`src/rtl/classify_ctrl.sv`:
```
// classify_ctrl: sequencer for the BNN argmax stage.
// Collects IC signed Q8.8 scores, one per beat, and presents them to the
// argmax comparator as a parallel array. It then enables the comparator,
// waits for its done flag and returns the winning class over a
// valid/ready handshake.
// Optional feature macro: CLASSIFY_CTRL_WATCHDOG_EN adds a RUN-state
// watchdog. On expiry the block reports class IC and raises a sticky error.
//
// state | meaning
// ------+-------------------------------------------------------------
// IDLE  | waiting for the first score beat of a frame
// LOAD  | collecting beats 1..IC-1
// RUN   | comparator enabled; waiting for cmp_done (or watchdog expiry)
// HOLD  | result presented; waiting for class_ready
module classify_ctrl #(
  parameter int IC         = 10,
  parameter int OUTPUT_BIT = $clog2(IC + 1),
  parameter int TIMEOUT    = 64
) (
  input  logic                  clk,
  input  logic                  rst_n,
  input  logic                  score_valid,
  input  logic signed [15:0]    score_in,
  output logic                  score_ready,
  output logic signed [15:0]    cmp_scores [0:IC-1],
  output logic                  cmp_start,
  input  logic                  cmp_done,
  input  logic [OUTPUT_BIT-1:0] cmp_class,
  output logic                  class_valid,
  output logic [OUTPUT_BIT-1:0] class_out,
  input  logic                  class_ready,
  output logic                  busy,
  output logic                  error
);

  localparam int CW = (IC > 1) ? $clog2(IC) : 1;

  typedef enum logic [1:0] {S_IDLE, S_LOAD, S_RUN, S_HOLD} state_t;

  state_t                  r_state, w_state_nxt;
  logic [CW-1:0]           r_cnt, w_cnt_nxt;
  logic [CW-1:0]           w_wr_idx;
  logic                    w_accept;
  logic                    w_wd_timeout;
  logic                    r_cmp_start;
  logic                    r_class_valid;
  logic [OUTPUT_BIT-1:0]   r_class_out, w_class_out_nxt;
  logic signed [15:0]      r_scores [0:IC-1];

  assign score_ready = (r_state == S_IDLE) || (r_state == S_LOAD);
  assign busy        = (r_state != S_IDLE);
  assign w_accept    = score_valid && score_ready;
  assign w_wr_idx    = (r_state == S_IDLE) ? '0 : r_cnt;
  assign cmp_start   = r_cmp_start;
  assign class_valid = r_class_valid;
  assign class_out   = r_class_out;
  assign cmp_scores  = r_scores;

  // Next-state, beat counter and result-capture decode
  always_comb begin
    w_state_nxt     = r_state;
    w_cnt_nxt       = r_cnt;
    w_class_out_nxt = r_class_out;
    case (r_state)
      S_IDLE: begin
        if (w_accept) begin
          if (IC == 1) begin
            w_state_nxt = S_RUN;
            w_cnt_nxt   = '0;
          end else begin
            w_state_nxt = S_LOAD;
            w_cnt_nxt   = CW'(1);
          end
        end
      end
      S_LOAD: begin
        if (w_accept) begin
          if (r_cnt == CW'(IC - 1)) begin
            w_state_nxt = S_RUN;
            w_cnt_nxt   = '0;
          end else begin
            w_cnt_nxt = r_cnt + CW'(1);
          end
        end
      end
      S_RUN: begin
        // A done flag in the same cycle as watchdog expiry takes priority.
        if (cmp_done) begin
          w_state_nxt     = S_HOLD;
          w_class_out_nxt = cmp_class;
        end else if (w_wd_timeout) begin
          w_state_nxt     = S_HOLD;
          w_class_out_nxt = OUTPUT_BIT'(IC);
        end
      end
      S_HOLD: begin
        if (class_ready) begin
          w_state_nxt = S_IDLE;
        end
      end
      default: w_state_nxt = S_IDLE;
    endcase
  end

  // State, counter and registered handshake/enable outputs
  always_ff @(posedge clk or negedge rst_n) begin
    if (!rst_n) begin
      r_state       <= S_IDLE;
      r_cnt         <= '0;
      r_cmp_start   <= 1'b0;
      r_class_valid <= 1'b0;
      r_class_out   <= '0;
    end else begin
      r_state       <= w_state_nxt;
      r_cnt         <= w_cnt_nxt;
      r_cmp_start   <= (w_state_nxt == S_RUN);
      r_class_valid <= (w_state_nxt == S_HOLD);
      r_class_out   <= w_class_out_nxt;
    end
  end

  // Score array: never cleared between frames, each entry rewritten per frame
  always_ff @(posedge clk or negedge rst_n) begin
    if (!rst_n) begin
      for (int i = 0; i < IC; i++) r_scores[i] <= '0;
    end else begin
      for (int i = 0; i < IC; i++) begin
        if (w_accept && (w_wr_idx == CW'(i))) r_scores[i] <= score_in;
      end
    end
  end

`ifdef CLASSIFY_CTRL_WATCHDOG_EN
  localparam int WW = $clog2(TIMEOUT + 1);

  logic [WW-1:0] r_wd_cnt;
  logic          r_error;

  assign w_wd_timeout = (r_state == S_RUN) && (r_wd_cnt == WW'(TIMEOUT - 1));
  assign error        = r_error;

  // RUN-cycle counter; restarts whenever the block is outside RUN
  always_ff @(posedge clk or negedge rst_n) begin
    if (!rst_n) begin
      r_wd_cnt <= '0;
    end else if (r_state != S_RUN) begin
      r_wd_cnt <= '0;
    end else if (!w_wd_timeout) begin
      r_wd_cnt <= r_wd_cnt + WW'(1);
    end
  end

  // Sticky error: set on a real timeout, cleared by the next frame's first beat
  always_ff @(posedge clk or negedge rst_n) begin
    if (!rst_n) begin
      r_error <= 1'b0;
    end else if (w_wd_timeout && !cmp_done) begin
      r_error <= 1'b1;
    end else if (w_accept && (r_state == S_IDLE)) begin
      r_error <= 1'b0;
    end
  end
`else
  logic w_unused_timeout;

  assign w_wd_timeout     = 1'b0;
  assign error            = 1'b0;
  assign w_unused_timeout = (TIMEOUT > 0);
`endif

endmodule
```
`config.mk`:
```
export PLATFORM = sky130hd
export DESIGN_NAME = classify_ctrl
export DESIGN_NICKNAME = d
export VERILOG_FILES = /design/src/rtl/classify_ctrl.sv
export SDC_FILE = /design/constraint.sdc
export NUM_CORES = 1
export LEC_CHECK = 0
export BUFFER_PORTS_ARGS = -buffer_cell sky130_fd_sc_hd__buf_2
export CORE_MARGIN = 2
export CORE_UTILIZATION = 40
export CTS_BUF_LIST = sky130_fd_sc_hd__clkbuf_16
export DETAILED_ROUTE_END_ITERATION = 8
export MAX_ROUTING_LAYER = met4
export PLACE_DENSITY = 0.71
export SETUP_SLACK_MARGIN = 0.02
export SYNTH_ARGS = -nofsm -noshare
export SYNTH_HDL_FRONTEND = slang
export SYNTH_SLANG_ARGS = --single-unit
```
`constraint.sdc`:
```
create_clock -name clk -period 4.8 [get_ports clk]
set_clock_uncertainty 0.15 [all_clocks]
set_input_delay 0.72 -clock clk [delete_from_list [all_inputs] [get_ports clk]]
set_output_delay 0.72 -clock clk [all_outputs]
set_load 0.05 [all_outputs]
```
==> summary.txt, run 1 <==
worst endpoint required time -> 4.95 ns
min-delay worst type -> in -> async
kind of cell adding the most delay to the critical path -> simple AND/OR/NAND/NOR gates
DRT iter0 DRCs -> 116
Pre-antenna DRT Iters -> 4
antenna cell count -> 0
row count -> 47
Synth cell types -> 38
WL final -> 16200 um
status -> complete, no violations
RSZ-0062 raised after global routing -> false
Layout Nets -> 630
actual slew at the worst max-slew pin -> 1.05 ns
final instance area -> 0.00834 mm^2
Die Wd -> 134 um
Routed WL per cell -> 19.4 um
Met2 Wirelength -> 7930 um
area post-placement -> 0.00780 mm^2
final number of hold-violating endpoints -> 0
Vias -> 4203
Longest Clk Path Bufs -> 2
Hold WS -> 0.223 ns
M1 wire length -> 7120 um
die area -> 0.0179 mm^2
Synth Net Count -> 451
Layout area overhead -> 24.0%
sequential share of the synthesized area -> 64.0%
Max Fclk -> 381 MHz
final setup fails -> 0
total congestion overflow -> 0
metal3 WL -> 856 um
Starting Density -> 40.7%
fin crit share -> 54.6%
Mapped Area -> 0.00672 mm^2
synthesized area per cell -> 15.9 um^2
antenna violations before repair -> 0
Yosys top cell area share -> 64.0%
setup bufs post-CTS -> 0
Worst-Skew Late Latency -> 0.41 ns
Setup crit start kind -> register
total number of yosys warnings -> 0
Overall Global Routing Usage -> 19.5%
critical-path cell list -> nor2b_1 -> nand4_1 -> mux2_2
Top FF cell, synth -> dfrtp_1
synth top area cells -> dfrtp_1 64%, mux2_2 26%, mux2_4 2.2%
dpl hpwl -> 11400 um
EDFF count, synth -> 0
post-route ant nets -> 0
first-pass GRT wire length -> 25600 um
crit path max-delay cell type -> nand4_1
Slew HR -> 30.2%
Seq cells post-synth -> 172
layout cells sized above 1 -> 63.6%
vias in the first global route -> 4452
IO Count -> 194
Core ar. -> 0.0165 mm^2
CTS tree -> yes
fin crit period -> 2.62 ns
worst-path fanout max -> 16
CTS HTree Levels -> 4
cts bufs inserted -> 17
leading area contributor after synthesis -> dfrtp_1
synthesized netlist cell count -> 424
clock root buffer -> clkbuf_16
Top Layer Used -> met4
Max-cap violations -> 0
critical path capture point type -> register
die height -> 134 um
DRC Markers -> 0
Vias/cell -> 5.03
post-CTS resize count -> 0
port bufs -> 192
setup TNS -> 0 ns
sum of buffers and inverters on the critical path -> 0
clk sinks -> 172
WP data arrival -> 2.77 ns
Slew Limit Fails -> 0
Crit Path Category -> reg -> reg
GPL Wtd Cong -> 0.791
asr flop ratio synth -> 100%
clk slew on worst S/H paths -> 0.06 ns
max incr delay on CP -> 0.85 ns
Post-CTS Hold Buffers -> 0
largest net degree at the start of global routing -> 105
through the flow:
step	cells	utilization, %	setup WS (ns)
after floorplan	424	-	2.68
after global placement	804	47.2	1.96
after detailed placement	804	47.2	1.92
after CTS	836	50.5	2.14
after global routing	836	50.5	1.95
final	836	50.5	2.18
path summary, 6_finish.rpt:
kind                                startpoint  slack (ns)              to  cells after the start
worst max-delay path                r_state[0]        2.18  cmp_scores[21]                      3
worst min-delay path                     rst_n        0.22  cmp_scores[11]                      1
worst max register to register      r_state[0]        2.18  cmp_scores[21]                      3
worst min register to register  cmp_scores[53]        0.35  cmp_scores[53]                      1
max in group asynchronous                rst_n        3.16  cmp_scores[13]                      2
min in group clk                cmp_scores[53]        0.35  cmp_scores[53]                      1
cell usage after synthesis (2+ instances only):
library cell and count:
inv_1 3, dfrtp_1 172, nand2_1 10, mux2_2 154
mux2_4 10, nand4_1 2, buf_1 16, buf_6 2
nor2b_1 2, a21oi_1 2, buf_2 14, nand3_1 7
nor2_1 2, nand3b_1 2, ha_1 2, and3b_1 2
cell usage in the layout, fill, tap and decap left out, types with 2 or more instances in the layout:
cell type / synthesis / layout
buf_4: 1 / 3
nand3_1: 7 / 7
nor2_1: 2 / 2
a21oi_1: 2 / 2
clkbuf_16: 0 / 17
nor2b_1: 2 / 2
nand2_1: 10 / 10
clkinv_2: 0 / 5
nand4_1: 2 / 2
buf_2: 14 / 191
clkinv_4: 0 / 2
inv_1: 3 / 5
mux2_4: 10 / 10
nand3b_1: 2 / 2
mux2_2: 154 / 154
ha_1: 2 / 2
and3b_1: 2 / 2
clkinv_1: 0 / 3
dfrtp_1: 172 / 172
logic make-up (layout without fill, tap and decap cells):
group,after synthesis,after routing,share of synthesized area [%]
DFF,172,172,64.0
other,1,1,0.0558
buffers and inverters,38,230,2.90
and+or+nand+nor,36,36,3.46
adders and majority gates,2,2,0.372
muxes,164,164,28.0
AOI/OAI and AO/OA,11,11,1.17
routing by layer:
layer | global-route usage [%] | up-vias
met5 | - | -
met4 | 7.09 | 0
met1 | 24.3 | 2195
met3 | 5.33 | 28
li1 | - | 1859
met2 | 30.8 | 121
registers in the layout, indices dropped and copies added (netlist names):
name and cells:
r_cnt 4, class_valid 1, class_out 4, cmp_scores 160, r_state 2, cmp_start 1
final cells by class:
class | instances | area [um^2]
Inverter | 3 | 11.3
Multi-Input combinational cell | 214 | 2220
Fill cell | 1432 | 8190
Timing Repair Buffer | 195 | 990
Clock buffer | 17 | 425
Clock inverter | 15 | 108
Sequential cell | 172 | 4300
Tap cell | 220 | 275
Power of run 1 is not shown: default switching activity piles up to over one toggle a cycle in this logic, so the estimate is an artifact.
==> run 2: changes to the inputs <==
--- a/config.mk
+++ b/config.mk
@@ -11,7 +11,7 @@
 export CTS_BUF_LIST = sky130_fd_sc_hd__clkbuf_16
 export DETAILED_ROUTE_END_ITERATION = 8
 export MAX_ROUTING_LAYER = met4
-export PLACE_DENSITY = 0.71
+export PLACE_DENSITY = 0.74
 export SETUP_SLACK_MARGIN = 0.02
 export SYNTH_ARGS = -nofsm -noshare
 export SYNTH_HDL_FRONTEND = slang
==> constraint.sdc (replaced) <==
create_clock -name clk -period 2.18 [get_ports clk]
set_clock_uncertainty 0.15 [all_clocks]
set_input_delay 0.327 -clock clk [delete_from_list [all_inputs] [get_ports clk]]
set_output_delay 0.327 -clock clk [all_outputs]
set_load 0.05 [all_outputs]
==> run 2 against run 1 <==
  * Maximum frequency increased by 32%
  * First-iteration DRC count is 43% higher
  * Hold slack worse by 0.18 ns
  * Sequential share of layout area fell by 1.5 points
  * Sequential cell count unchanged
  * Global-route usage is 0.30 points higher
  * Clock-buffer cell count stayed put
  * Final area is 3.0% higher
  * Largest cell class unchanged
  * Routed wire length is 1.7% higher
==> summary.txt, run 2 (synthesis results as in run 1) <==
GPL Wtd Cong -> 0.973 (+23%)
status -> complete, no violations
Vias -> 4300 (+2.3%)
vias in the first global route -> 4535 (+1.9%)
Vias/cell -> 5.01 (-0.43%)
worst setup slack after layout -> 0.188 ns (-1.99 ns)
min-delay worst type -> in -> reg
row count -> 47 (unchanged)
CTS tree -> yes
dpl ws -> 0.233 ns (-1.69 ns)
clk slew on worst S/H paths -> 0.06 ns (about the same)
CTS HTree Levels -> 4 (unchanged)
max reg flops -> 160 (unchanged)
Die Wd -> 134 um (unchanged)
crit-path most repeated cell -> buf_4
Max-cap violations -> 0 (unchanged)
total congestion overflow -> 0 (unchanged)
Setup crit start kind -> register
GRT busiest layer -> met2
dpl hpwl -> 12000 um (+5.2%)
Overall Global Routing Usage -> 19.8% (+0.30 points)
port bufs -> 192 (unchanged)
commonest non-fill, non-tap cell in the layout -> buf_2
Starting Density -> 40.7% (unchanged)
fin crit share -> 91.4% (+37 points)
Layout area overhead -> 27.7%
post-route ant nets -> 0 (unchanged)
cts bufs inserted -> 17 (unchanged)
RSZ-0062 raised after global routing -> false
clock root buffer -> clkbuf_16
die area -> 0.0179 mm^2 (unchanged)
fill count -> 1371 (-4.3%)
Max Fclk -> 502 MHz (+32%)
M3 GR Usage -> 4.68% (-0.65 points)
antenna violations before repair -> 0 (unchanged)
IO Count -> 194 (unchanged)
max incr delay on CP -> 0.38 ns (-0.47 ns)
routing usage on met1 -> 23.2% (-1.1 points)
largest net degree at the start of global routing -> 47 (-55%)
first-pass GRT wire length -> 25800 um (+0.75%)
DRT iter0 DRCs -> 166 (+43%)
critical path capture point type -> register
Core ar. -> 0.0165 mm^2 (unchanged)
final number of hold-violating endpoints -> 0 (unchanged)
crit path max-delay cell type -> dfrtp_1
final setup fails -> 0 (unchanged)
post-CTS resize count -> 0 (unchanged)
worst endpoint required time -> 2.34 ns (-2.61 ns)
Finished Core Util -> 52.0% (+1.5 points)
commonest cells after routing, fill and taps aside -> 191 x buf_2, 172 x dfrtp_1, 154 x mux2_2
clk sinks -> 172 (unchanged)
critical-path cell list -> buf_4 -> nor2b_1 -> nand4_1 -> buf_4 -> mux2_2
sum of buffers and inverters on the critical path -> 2 (+2)
met2 Use GR -> 32.8% (+2.0 points)
Crit Path Category -> reg -> reg
Worst-Skew Late Latency -> 0.43 ns (+0.02 ns)
worst-path fanout max -> 13 (-3)
kind of cell adding the most delay to the critical path -> simple AND/OR/NAND/NOR gates
WP data arrival -> 2.15 ns (-0.62 ns)
Pre-antenna DRT Iters -> 4 (unchanged)
DRC Markers -> 0 (unchanged)
Layout Nets -> 653 (+3.7%)
Longest Clk Path Bufs -> 2 (unchanged)
fin crit period -> 1.99 ns (-0.629 ns)
setup TNS -> 0 ns (unchanged)
Routed WL per cell -> 19.2 um (-1.0%)
WL final -> 16500 um (+1.7%)
antenna cell count -> 0 (unchanged)
Slew Limit Fails -> 0 (unchanged)
layout cells sized above 1 -> 64.5% (+0.84 points)
die height -> 134 um (unchanged)
-- run 2: changes by cell type in the layout (fill, tap and decap cells not counted), moves of 2 or more --
cell | previous run | this run
clkinv_4 | 2 | 5
clkinv_1 | 3 | 1
buf_12 | 0 | 2
clkinv_2 | 5 | 1
buf_4 | 3 | 18
dlygate4sd3_1 | 0 | 6
inv_6 | 1 | 4
-- run 2: path summary, 6_finish.rpt --
kind / startpoint / slack, ns / end / cells after the start
max: r_state[0] / 0.19 / cmp_scores[21] / 5
min: class_ready / 0.04 / r_state[1] / 4
max reg2reg: r_state[0] / 0.19 / cmp_scores[21] / 5
min reg2reg: cmp_scores[57] / 0.35 / cmp_scores[57] / 1
max in group asynchronous: rst_n / 0.96 / cmp_scores[46] / 3
min in group asynchronous: rst_n / 0.22 / cmp_scores[13] / 2
-- run 2: stage by stage --
step / instance area, um^2 / cells / hold WS [ns]
finish: 8590 / 859 / 0.0422
global route: 8590 / 859 / 0.0494
CTS: 8590 / 859 / 0.0309
detailed placement: 7960 / 821 / 0.121
global placement: 7960 / 821 / 0.108
floorplan: 6720 / 424 / -0.119
-- run 2: worst min-delay path, cell delays in order --
cell,delay (ns)
buf_2,0.10
nand2_1,0.05
nand2_1,0.05
nand2_1,0.05
-- run 2: routing by layer --
metal | part of all wire [%] | up-vias | wire (um)
met5 | 0 | - | 0
met3 | 4.7 | 39 | 771
met4 | 2.9 | 0 | 480
li1 | - | 1917 | -
met2 | 51 | 156 | 8350
met1 | 42 | 2188 | 6920
-- run 2: what timing repair did --
| action | CTS | global route |
|---|---|---|
| buffers inserted | 0 | 0 |
| hold endpoints to repair | 42 | 0 |
| hold buffers | 6 | 0 |
-- run 2: area by class of cell --
| cell class | count | area, um^2 | share of cell area (%) |
|---|---|---|---|
| Tap cell | 220 | 275 | 3.20 |
| Sequential cell | 172 | 4300 | 50.1 |
| Clock inverter | 15 | 140 | 1.63 |
| Clock buffer | 17 | 425 | 4.95 |
| Timing Repair Buffer | 218 | 1200 | 14.0 |
| Multi-Input combinational cell | 214 | 2230 | 26.0 |
| Inverter | 3 | 11.3 | 0.131 |
Power of run 2 is left out for the same reason.
